--- src/rtl/imm_encoder.sv ---
// RISC-V I/S/B immediate encoder feeding an instruction-memory writer; IMM_RANGE_CHECK_EN enables immediate range checking.
// Latency: out_valid one edge after accept; the word is held until out_ready, and in_ready is high only while idle.
module imm_encoder #(
  parameter int                ADDR_W     = 8,
  parameter logic [ADDR_W-1:0] START_ADDR = '0
) (
  input  logic              clk,
  input  logic              rst_n,
  input  logic              clr,
  input  logic              in_valid,
  output logic              in_ready,
  input  logic [1:0]        in_imm_src,
  input  logic [31:0]       in_imm,
  input  logic [24:0]       in_hi,
  input  logic [6:0]        in_opcode,
  output logic              out_valid,
  input  logic              out_ready,
  output logic [31:0]       out_instr,
  output logic [ADDR_W-1:0] out_addr,
  output logic              out_wrap,
  output logic              err,
  output logic [7:0]        err_cnt
);

  localparam logic [1:0] IDLE = 2'd0;
  localparam logic [1:0] ENC  = 2'd1;
  localparam logic [1:0] HOLD = 2'd2;

  localparam logic [1:0] SRC_I = 2'b00;
  localparam logic [1:0] SRC_S = 2'b01;
  localparam logic [1:0] SRC_B = 2'b10;

`ifdef IMM_RANGE_CHECK_EN
  localparam int IMM_W = 32;
`else
  // Without range checking only imm[12:0] can reach the instruction word.
  localparam int IMM_W = 13;
  logic unused_imm_hi;
  assign unused_imm_hi = ^in_imm[31:13];
`endif

  logic [1:0]        state_q,   state_d;
  logic [1:0]        src_q,     src_d;
  logic [IMM_W-1:0]  imm_q,     imm_d;
  logic [24:0]       hi_q,      hi_d;
  logic [6:0]        op_q,      op_d;
  logic [31:0]       instr_q,   instr_d;
  logic [ADDR_W-1:0] addr_q,    addr_d;
  logic              wrap_q,    wrap_d;
  logic              err_q,     err_d;
  logic [7:0]        err_cnt_q, err_cnt_d;

  logic [31:0] enc_word;
  logic        enc_ok;

  always_comb begin
    enc_word = {hi_q, op_q};
    enc_ok   = 1'b1;
    case (src_q)
      SRC_I: begin
        enc_word[31:20] = imm_q[11:0];
`ifdef IMM_RANGE_CHECK_EN
        enc_ok = (imm_q[31:11] == '0) || (imm_q[31:11] == '1);
`endif
      end
      SRC_S: begin
        enc_word[31:25] = imm_q[11:5];
        enc_word[11:7]  = imm_q[4:0];
`ifdef IMM_RANGE_CHECK_EN
        enc_ok = (imm_q[31:11] == '0) || (imm_q[31:11] == '1);
`endif
      end
      SRC_B: begin
        enc_word[31]    = imm_q[12];
        enc_word[30:25] = imm_q[10:5];
        enc_word[11:8]  = imm_q[4:1];
        enc_word[7]     = imm_q[11];
`ifdef IMM_RANGE_CHECK_EN
        enc_ok = ((imm_q[31:12] == '0) || (imm_q[31:12] == '1)) && !imm_q[0];
`endif
      end
      default: enc_ok = 1'b0;
    endcase
  end

  always_comb begin
    state_d   = state_q;
    src_d     = src_q;
    imm_d     = imm_q;
    hi_d      = hi_q;
    op_d      = op_q;
    instr_d   = instr_q;
    addr_d    = addr_q;
    err_cnt_d = err_cnt_q;
    wrap_d    = 1'b0;
    err_d     = 1'b0;
    case (state_q)
      IDLE: begin
        if (in_valid) begin
          src_d   = in_imm_src;
          imm_d   = in_imm[IMM_W-1:0];
          hi_d    = in_hi;
          op_d    = in_opcode;
          state_d = ENC;
        end
      end
      ENC: begin
        if (enc_ok) begin
          instr_d = enc_word;
          state_d = HOLD;
        end else begin
          err_d     = 1'b1;
          err_cnt_d = (err_cnt_q == 8'hFF) ? err_cnt_q : err_cnt_q + 8'd1;
          state_d   = IDLE;
        end
      end
      HOLD: begin
        if (out_ready) begin
          addr_d  = addr_q + 1'b1;
          wrap_d  = &addr_q;
          state_d = IDLE;
        end
      end
      default: state_d = IDLE;
    endcase
    // Clear wins over any handshake or rejection in the same cycle.
    if (clr) begin
      state_d   = IDLE;
      addr_d    = START_ADDR;
      err_cnt_d = err_cnt_q;
      wrap_d    = 1'b0;
      err_d     = 1'b0;
    end
  end

  always_ff @(posedge clk) begin
    if (!rst_n) begin
      state_q   <= IDLE;
      src_q     <= '0;
      imm_q     <= '0;
      hi_q      <= '0;
      op_q      <= '0;
      instr_q   <= '0;
      addr_q    <= START_ADDR;
      wrap_q    <= 1'b0;
      err_q     <= 1'b0;
      err_cnt_q <= '0;
    end else begin
      state_q   <= state_d;
      src_q     <= src_d;
      imm_q     <= imm_d;
      hi_q      <= hi_d;
      op_q      <= op_d;
      instr_q   <= instr_d;
      addr_q    <= addr_d;
      wrap_q    <= wrap_d;
      err_q     <= err_d;
      err_cnt_q <= err_cnt_d;
    end
  end

  assign in_ready  = (state_q == IDLE);
  assign out_valid = (state_q == HOLD);
  assign out_instr = instr_q;
  assign out_addr  = addr_q;
  assign out_wrap  = wrap_q;
  assign err       = err_q;
  assign err_cnt   = err_cnt_q;

endmodule

--- config.mk ---
export PLATFORM = sky130hd
export DESIGN_NAME = imm_encoder
export DESIGN_NICKNAME = d
export VERILOG_FILES = /design/src/rtl/imm_encoder.sv
export SDC_FILE = /design/constraint.sdc
export NUM_CORES = 1
export LEC_CHECK = 0
export CAP_MARGIN = 30
export CORE_MARGIN = 2
export CORE_UTILIZATION = 45
export DETAILED_ROUTE_END_ITERATION = 10
export HOLD_SLACK_MARGIN = 0.1
export PLACE_DENSITY = 0.79
export SKIP_LAST_GASP = 1
export SLEW_MARGIN = 20
export SYNTH_ARGS = -nofsm -noshare
export SYNTH_HDL_FRONTEND = slang
export SYNTH_SLANG_ARGS = --single-unit
--- constraint.sdc ---
create_clock -name clk -period 2.2 [get_ports clk]
set_input_delay 0.22 -clock clk [delete_from_list [all_inputs] [get_ports clk]]
set_output_delay 0.22 -clock clk [all_outputs]
set_load 0.05 [all_outputs]
* After elaboration in Yosys (flattened, before gate mapping) *
Index checks and enable logic that the tools add are counted.

word-level totals
  register bits after elaboration = 99
  input bits = 71
  output and inout port bits = 52
  word-level logic and storage cells = 48

operators by class
  add/subtract/negate cells = 2
  equality and inequality tests = 7
  multiplexer cells = 9
  bitwise logic cells = 7
  reductions and logical operators = 13

operators by type and width
  operator                                                               number
  8-bit by 1-bit adder with 8-bit output, second input constant          2
  7-bit one-hot mux with 2 select lines                                  1
  5-bit one-hot mux with 2 select lines                                  1
  8-bit equality test, second input constant                             1
  2-bit AND reduction                                                    4
  8-bit AND reduction                                                    1
  1-bit NOT                                                              7
  2-bit 2-to-1 mux                                                       3
  2-bit one-hot mux with 3 select lines                                  1
  3-bit OR reduction                                                     2
  5-bit 2-to-1 mux                                                       1
  2-bit by 1-bit equality test with 1-bit output, second input constant  2
  2-bit equality test, second input constant                             2
  2-bit zero test                                                        2
  4-bit AND reduction                                                    1
  2-bit OR reduction                                                     2
  4-bit OR reduction                                                     1
  1-bit 2-to-1 mux                                                       2
  2-bit by 1-bit != test with 1-bit output, second input constant        1
  2-bit != test, second input constant                                   1

* Longest topological paths before layout *
Gate-level depths: netlist (run 1).

  word-level depth = 5
  mapped depth = 7
  gate-level depth less buffers = 6

* Worst setup path before layout (run 1) *
Ideal clock, no wire load.

  path kind = register -> register
  from = register state_q[1]
  to = register imm_q[10]
  arrival = 1807 ps
  required time = 2130 ps
  setup slack = 322 ps
  stages on the path, launching flop included = 7
  path buffers = 2
  cell sequence = dfxtp_1 > nor2_1 > and2_1 > buf_2 > buf_2 > nand2_1 > a21oi_1

on the way
  word-level cells in the longest chain between the ends = 2

RTL lines
  item                           line  text
  from (decl)                    42    logic [1:0] state_q, state_d;
  from (signal assigned)         149   state_q <= state_d;
  2-bit zero test                -
  net in_ready                   11    output logic in_ready,
  2-bit AND reduction (no line)  -
  to (signal assigned)           151   imm_q <= imm_d;
  to (decl)                      44    logic [IMM_W-1:0] imm_q, imm_d;

The timed path passes the listed nets, and every way through them passes these cells.
A chain may end at the register's enable or synchronous reset.

* Worst setup path after layout (run 1) *
  from = register state_q[1]
  to = output in_ready

on the way
  word-level cells in the longest chain between the ends = 1

RTL lines
  item             line  text
  2-bit zero test  162   assign in_ready = (state_q == IDLE);
  to (decl)        11

No other way between the ends.

==> results of run 1 <==
metal layers:
| layer | vias up | wire, um | global-route usage (%) |
|---|---|---|---|
| li1 | 1602 | - | - |
| met1 | 1497 | 3720 | 24.2 |
| met2 | 85 | 4070 | 34.1 |
| met3 | 16 | 364 | 3.99 |
| met4 | 0 | 206 | 9.58 |
| met5 | - | 0 | 0 |
through the flow:
| step | total power, mW | instances | hold slack (ns) | worst slack [ns] | area [sq um] |
|---|---|---|---|---|---|
| 6_report | 3.40 | 620 | 0.399 | 0.167 | 4830 |
| 5_1_grt | 3.54 | 620 | 0.393 | 0.0516 | 4830 |
| 4_1_cts | 3.43 | 620 | 0.386 | 0.0783 | 4820 |
| 3_5_place_dp | 2.20 | 604 | 0.446 | 0.320 | 4600 |
| 3_3_place_gp | 2.19 | 604 | 0.435 | 0.368 | 4600 |
| 2_1_floorplan | 2.02 | 425 | 0.338 | 0.322 | 3520 |
final timing paths:
check	from	to	slack (ns)	cells after the start
setup / recovery	state_q[1]	in_ready	0.17	2
hold / removal	in_hi[15]	hi_q[15]	0.40	3
setup reg to reg	src_q[0]	out_instr[27]	0.32	5
hold reg to reg	op_q[4]	out_instr[4]	0.46	2
cells in the final DEF, fill, tap and decap left out, drive strengths merged, types with 7 or more instances in the layout:
master         count
nor3               8
a21oi             63
nor2              30
nand3              8
a22oi              7
dfxtp             92
nand2            120
clkbuf             9
buf               10
clkdlybuf4s50     95
cell type report:
class,instances,area (sq um),share of cell area [%]
Tap cell,102,128,2.64
Timing Repair Buffer,106,1080,22.3
Clock buffer,9,124,2.57
Clock inverter,7,98.8,2.05
Inverter,4,15.0,0.311
Sequential cell,92,1840,38.2
Multi-Input combinational cell,300,1540,32.0
flip-flops by register name, summed over array words and instances (netlist names), 2 cells and up:
name	flops
err_cnt	8
out_addr	8
state_q	2
src_q	2
op_q	7
out_instr	32
hi_q	18
imm_q	13
logic make-up after synthesis:
| group | synth area share [%] |
|---|---|
| xor gates and xnor gates | 1.74 |
| adders and majority gates | 2.13 |
| and+or+nand+nor | 23.0 |
| buffers and inverters | 3.98 |
| DFF | 52.3 |
| muxes | 1.71 |
| AOI/OAI and AO/OA | 15.1 |
worst max-delay path: stages, from the launching register on:
cell and delay, ns:
dfxtp_1 0.39, nor2_1 0.21, clkdlybuf4s50_1 0.86
repair_timing:
| item | CTS | global route |
|---|---|---|
| setup endpoints to repair | 0 | 1 |
| setup buffers | 0 | 0 |
| hold endpoints to repair | 0 | 0 |
| resized for setup | 0 | 1 |
where the power goes:
group	internal (mW)	switching, mW
clock	0.643	0.603
combinational	0.174	0.220
sequential	1.72	0.0367
==> qor.yml, run 1 <==
run_status:
  status: "finished clean"
worst_hold_path:
  min_path_type: "in2reg"
yosys:
  synth_common_cells: "120 x nand2_1, 92 x dfxtp_1, 63 x a21oi_1"
  syn-mean-instance-area_sq_um: 8.28
  synth_top_area_cell: "dfxtp_1"
  ys_async_sr_fraction_pct: 0
  synth_edf_count: 0
  yosysWarnings: 0
  synthCells: 425
  ys.flop_type: "dfxtp_1"
  synth_top_area_share_pct: 52.3
  synth_most_common_cell: "nand2_1"
  synth-seq-area-share_pct: 52.3
  synth_area_sq_mm: 0.00352
  ys_seq_elements: 92
  synth_area_leaders: "dfxtp_1 52%, nand2_1 13%, a21oi_1 9.0%, nor2_1 3.1%, ha_1 2.1%"
  post_synth_num_cell_types: 40
  syn_nets: 502
placed_design:
  io_buffers: 96
  place.gp.congestion: 0.805
  hpwl_um: 5830
clock_network:
  cts-root-buf: "clkbuf_8"
  clock-sinks: 92
  ctsHoldBuffers: 0
  cts_max_level: 3
  cts_tree: "built"
  insertion_delay_ns: 0.36
  cts_made_buffers: 9
  cts_max_path_buffers: 2
  cts.reportedPaths.clkPinSlew_ns: 0.09
finish:
  area_growth_pct: 37.1
  layout-drive-gt1-share_pct: 5.79
  fin_util_pct: 63.1
  final_nets: 590
  n_antenna_cell: 0
  fillers: 647
grt:
  grt_overflow: 0
  grt_max_degree: 35
  antenna_found_initial: 0
  grt_first_pass_wirelength_um: 13700
  grt_pass1_vias: 3078
  track_usage_pct: 20.0
drt:
  wl_per_cell_um: 13.5
  ant_nets: 0
  drtPass1Iterations: 4
  vias_per_cell: 5.16
  drt-total-wl_um: 8370
  drc: 0
  via_count: 3200
  dr.first_iter.drc_count: 106
floorplan:
  io_pins: 123
  die_x_um: 92.5
  dieArea_sq_mm: 0.00855
  std_cell_rows: 32
  die-height_um: 92.5
  coreArea_sq_mm: 0.00765
  initial_core_util_pct: 46.0
sta:
  period_needed_ns: 2.03
  max_freq_mhz: 492
  relSlewSlack_pct: 60.5
  tns_ns: 0
  rsz0062_at_grt: "false"
  setup_viol: 0
  maxSlewViolCount: 0
  finClkSkew_ns: 0.00896
  worst_pin_slew_ns: 0.592
  finalCritPeriodShare_pct: 92.4
  hold_viol_final: 0
critical_path:
  cp.required_ns: 1.98
  critPathKind: "reg2out"
  path_max_fanout: 8
  crit_path_end_kind: "output port"
  critical_path_arrival_ns: 1.81
  cp-start-kind: "register"
power:
  ir_worst_vdd_uv: 374
  p_leak_nw: 1.74
  powerDensity_mw_per_mm2: 705
run:
  max_cap_viol_count: 0
Power figures use the tool's default switching activity.
==> run 2, diff against run 1 <==
CTS_CLUSTER_DIAMETER = 80   (was not set)
==> results of run 2 <==
No change in the layout: final DEF, timing and power equal those of run 1.
==> run 3, diff against run 2 <==
CORE_UTILIZATION = 40   (was 45)
PLACE_DENSITY = 0.71   (was 0.79)
SETUP_SLACK_MARGIN = 0.3   (was not set)
==> qor.yml, run 3 (same netlist as run 1, synthesis figures left out) <==
run_status:
  status: "finished clean"
grt:
  track_usage_pct: 17.7
  grt_overflow: 0
  antenna_found_initial: 0
  grt_pass1_vias: 3053
  grt_first_pass_wirelength_um: 14000
  grt_max_degree: 54
floorplan:
  die-height_um: 97.8
  initial_core_util_pct: 40.8
  die_x_um: 97.8
  std_cell_rows: 34
  coreArea_sq_mm: 0.00864
  io_pins: 123
  dieArea_sq_mm: 0.00957
clock_network:
  cts_max_level: 3
  cts_tree: "built"
  cts_made_buffers: 9
  cts_max_path_buffers: 2
  ctsHoldBuffers: 0
  clock-sinks: 92
  cts_resized: 2
  cts-root-buf: "clkbuf_8"
  insertion_delay_ns: 0.35
  post_cts_buffers: 0
  cts.reportedPaths.clkPinSlew_ns: 0.09
worst_hold_path:
  min_path_type: "in2reg"
  worstHoldStart: "in_imm[7]"
sta:
  period_needed_ns: 1.82
  finClkSkew_ns: 0.0101
  max_freq_mhz: 550
  finalCritPeriodShare_pct: 82.6
  tns_ns: 0
  rsz0062_at_grt: "true"
  relSlewSlack_pct: 63.7
  worst_pin_slew_ns: 0.542
  maxSlewViolCount: 0
  setup_viol: 0
  hold_viol_final: 0
placed_design:
  hpwl_um: 5770
  io_buffers: 96
  post_dp_cell_area_sq_mm: 0.00458
  place.gp.congestion: 0.752
critical_path:
  critPathKind: "reg2out"
  crit_family: "buffers and inverters"
  critical_path_arrival_ns: 1.60
  cp-start-kind: "register"
  path_buf_inv: 1
  path_max_fanout: 5
  worstPathCellList: "clkdlybuf4s50_1"
  startpoint: "out_addr[0]"
  crit_slowest_cell: "clkdlybuf4s50_1"
  crit_path_end_kind: "output port"
  crit_path_max_incr_delay_ns: 0.83
  worst_r2r_startpoint: "src_q[1]"
  cp.required_ns: 1.98
finish:
  final_nets: 589
  layout_common_cells: "120 x nand2_1, 92 x dfxtp_1, 91 x clkdlybuf4s50_1"
  area_growth_pct: 35.6
  layout-drive-gt1-share_pct: 5.81
  fin_util_pct: 55.3
  fillers: 810
  layout_commonest_cell: "nand2_1"
  n_antenna_cell: 0
  largest_reg_flops: 32
  design_area_sq_mm: 0.00478
power:
  ir_worst_vdd_uv: 293
  p_leak_nw: 1.75
  powerDensity_mw_per_mm2: 665
drt:
  drt-total-wl_um: 8450
  drtPass1Iterations: 4
  ant_nets: 0
  wl_per_cell_um: 13.5
  drc: 0
  via_count: 3181
  vias_per_cell: 5.10
  dr.first_iter.drc_count: 95
run:
  max_cap_viol_count: 0
==> run 3: per-layer routing <==
layer	global-route usage [%]	vias up	share of wire (%)
li1	-	1598	-
met1	22.1	1497	46
met4	6.41	0	1.5
met2	29.9	74	48
met5	0	-	0
met3	4.29	12	4.5
==> run 3: worst reg2reg max path, delay by kind of cell (launching register included) <==
family	cells	cell delay, ns
and+or+nand+nor	2	0.63
DFF	1	0.41
AOI/OAI and AO/OA	2	0.40
adders and majority gates	1	0.25
==> run 3: path summary, 6_finish.rpt <==
| path | endpoint | slack, ns | depth (start not counted) |
|---|---|---|---|
| worst max-delay path | out_addr[0] | 0.38 | 1 |
| worst min-delay path | imm_q[7] | 0.41 | 3 |
| worst max register to register | err_cnt[7] | 0.44 | 5 |
| worst min register to register | out_instr[3] | 0.46 | 2 |
==> run 3: final cells by class <==
cell class,count,area (sq um),share of cell area [%]
repair buffers,105,1050,21.9
inverters,4,15.0,0.314
well taps,108,135,2.83
multi-input cells,300,1560,32.7
clock buffers,12,155,3.25
clock inverters,3,22.5,0.472
flip-flops and latches,92,1840,38.6
==> run 3: stage by stage <==
step                      instances  setup slack (ns)  power (mW)  hold slack, ns
after CTS                       624             0.306        3.21           0.393
after detailed placement        609             0.214        2.19           0.442
after floorplan                 425             0.322        2.02           0.338
final                           624             0.382        3.18           0.406
after global routing            624             0.296        3.32           0.400
after global placement          609             0.246        2.18           0.437
==> run 3: power by group <==
part / internal, mW / switching (mW) / leakage, nW
combinational: 0.168 / 0.222 / 0.922
clock: 0.467 / 0.561 / 0.0807
sequential: 1.72 / 0.0361 / 0.750
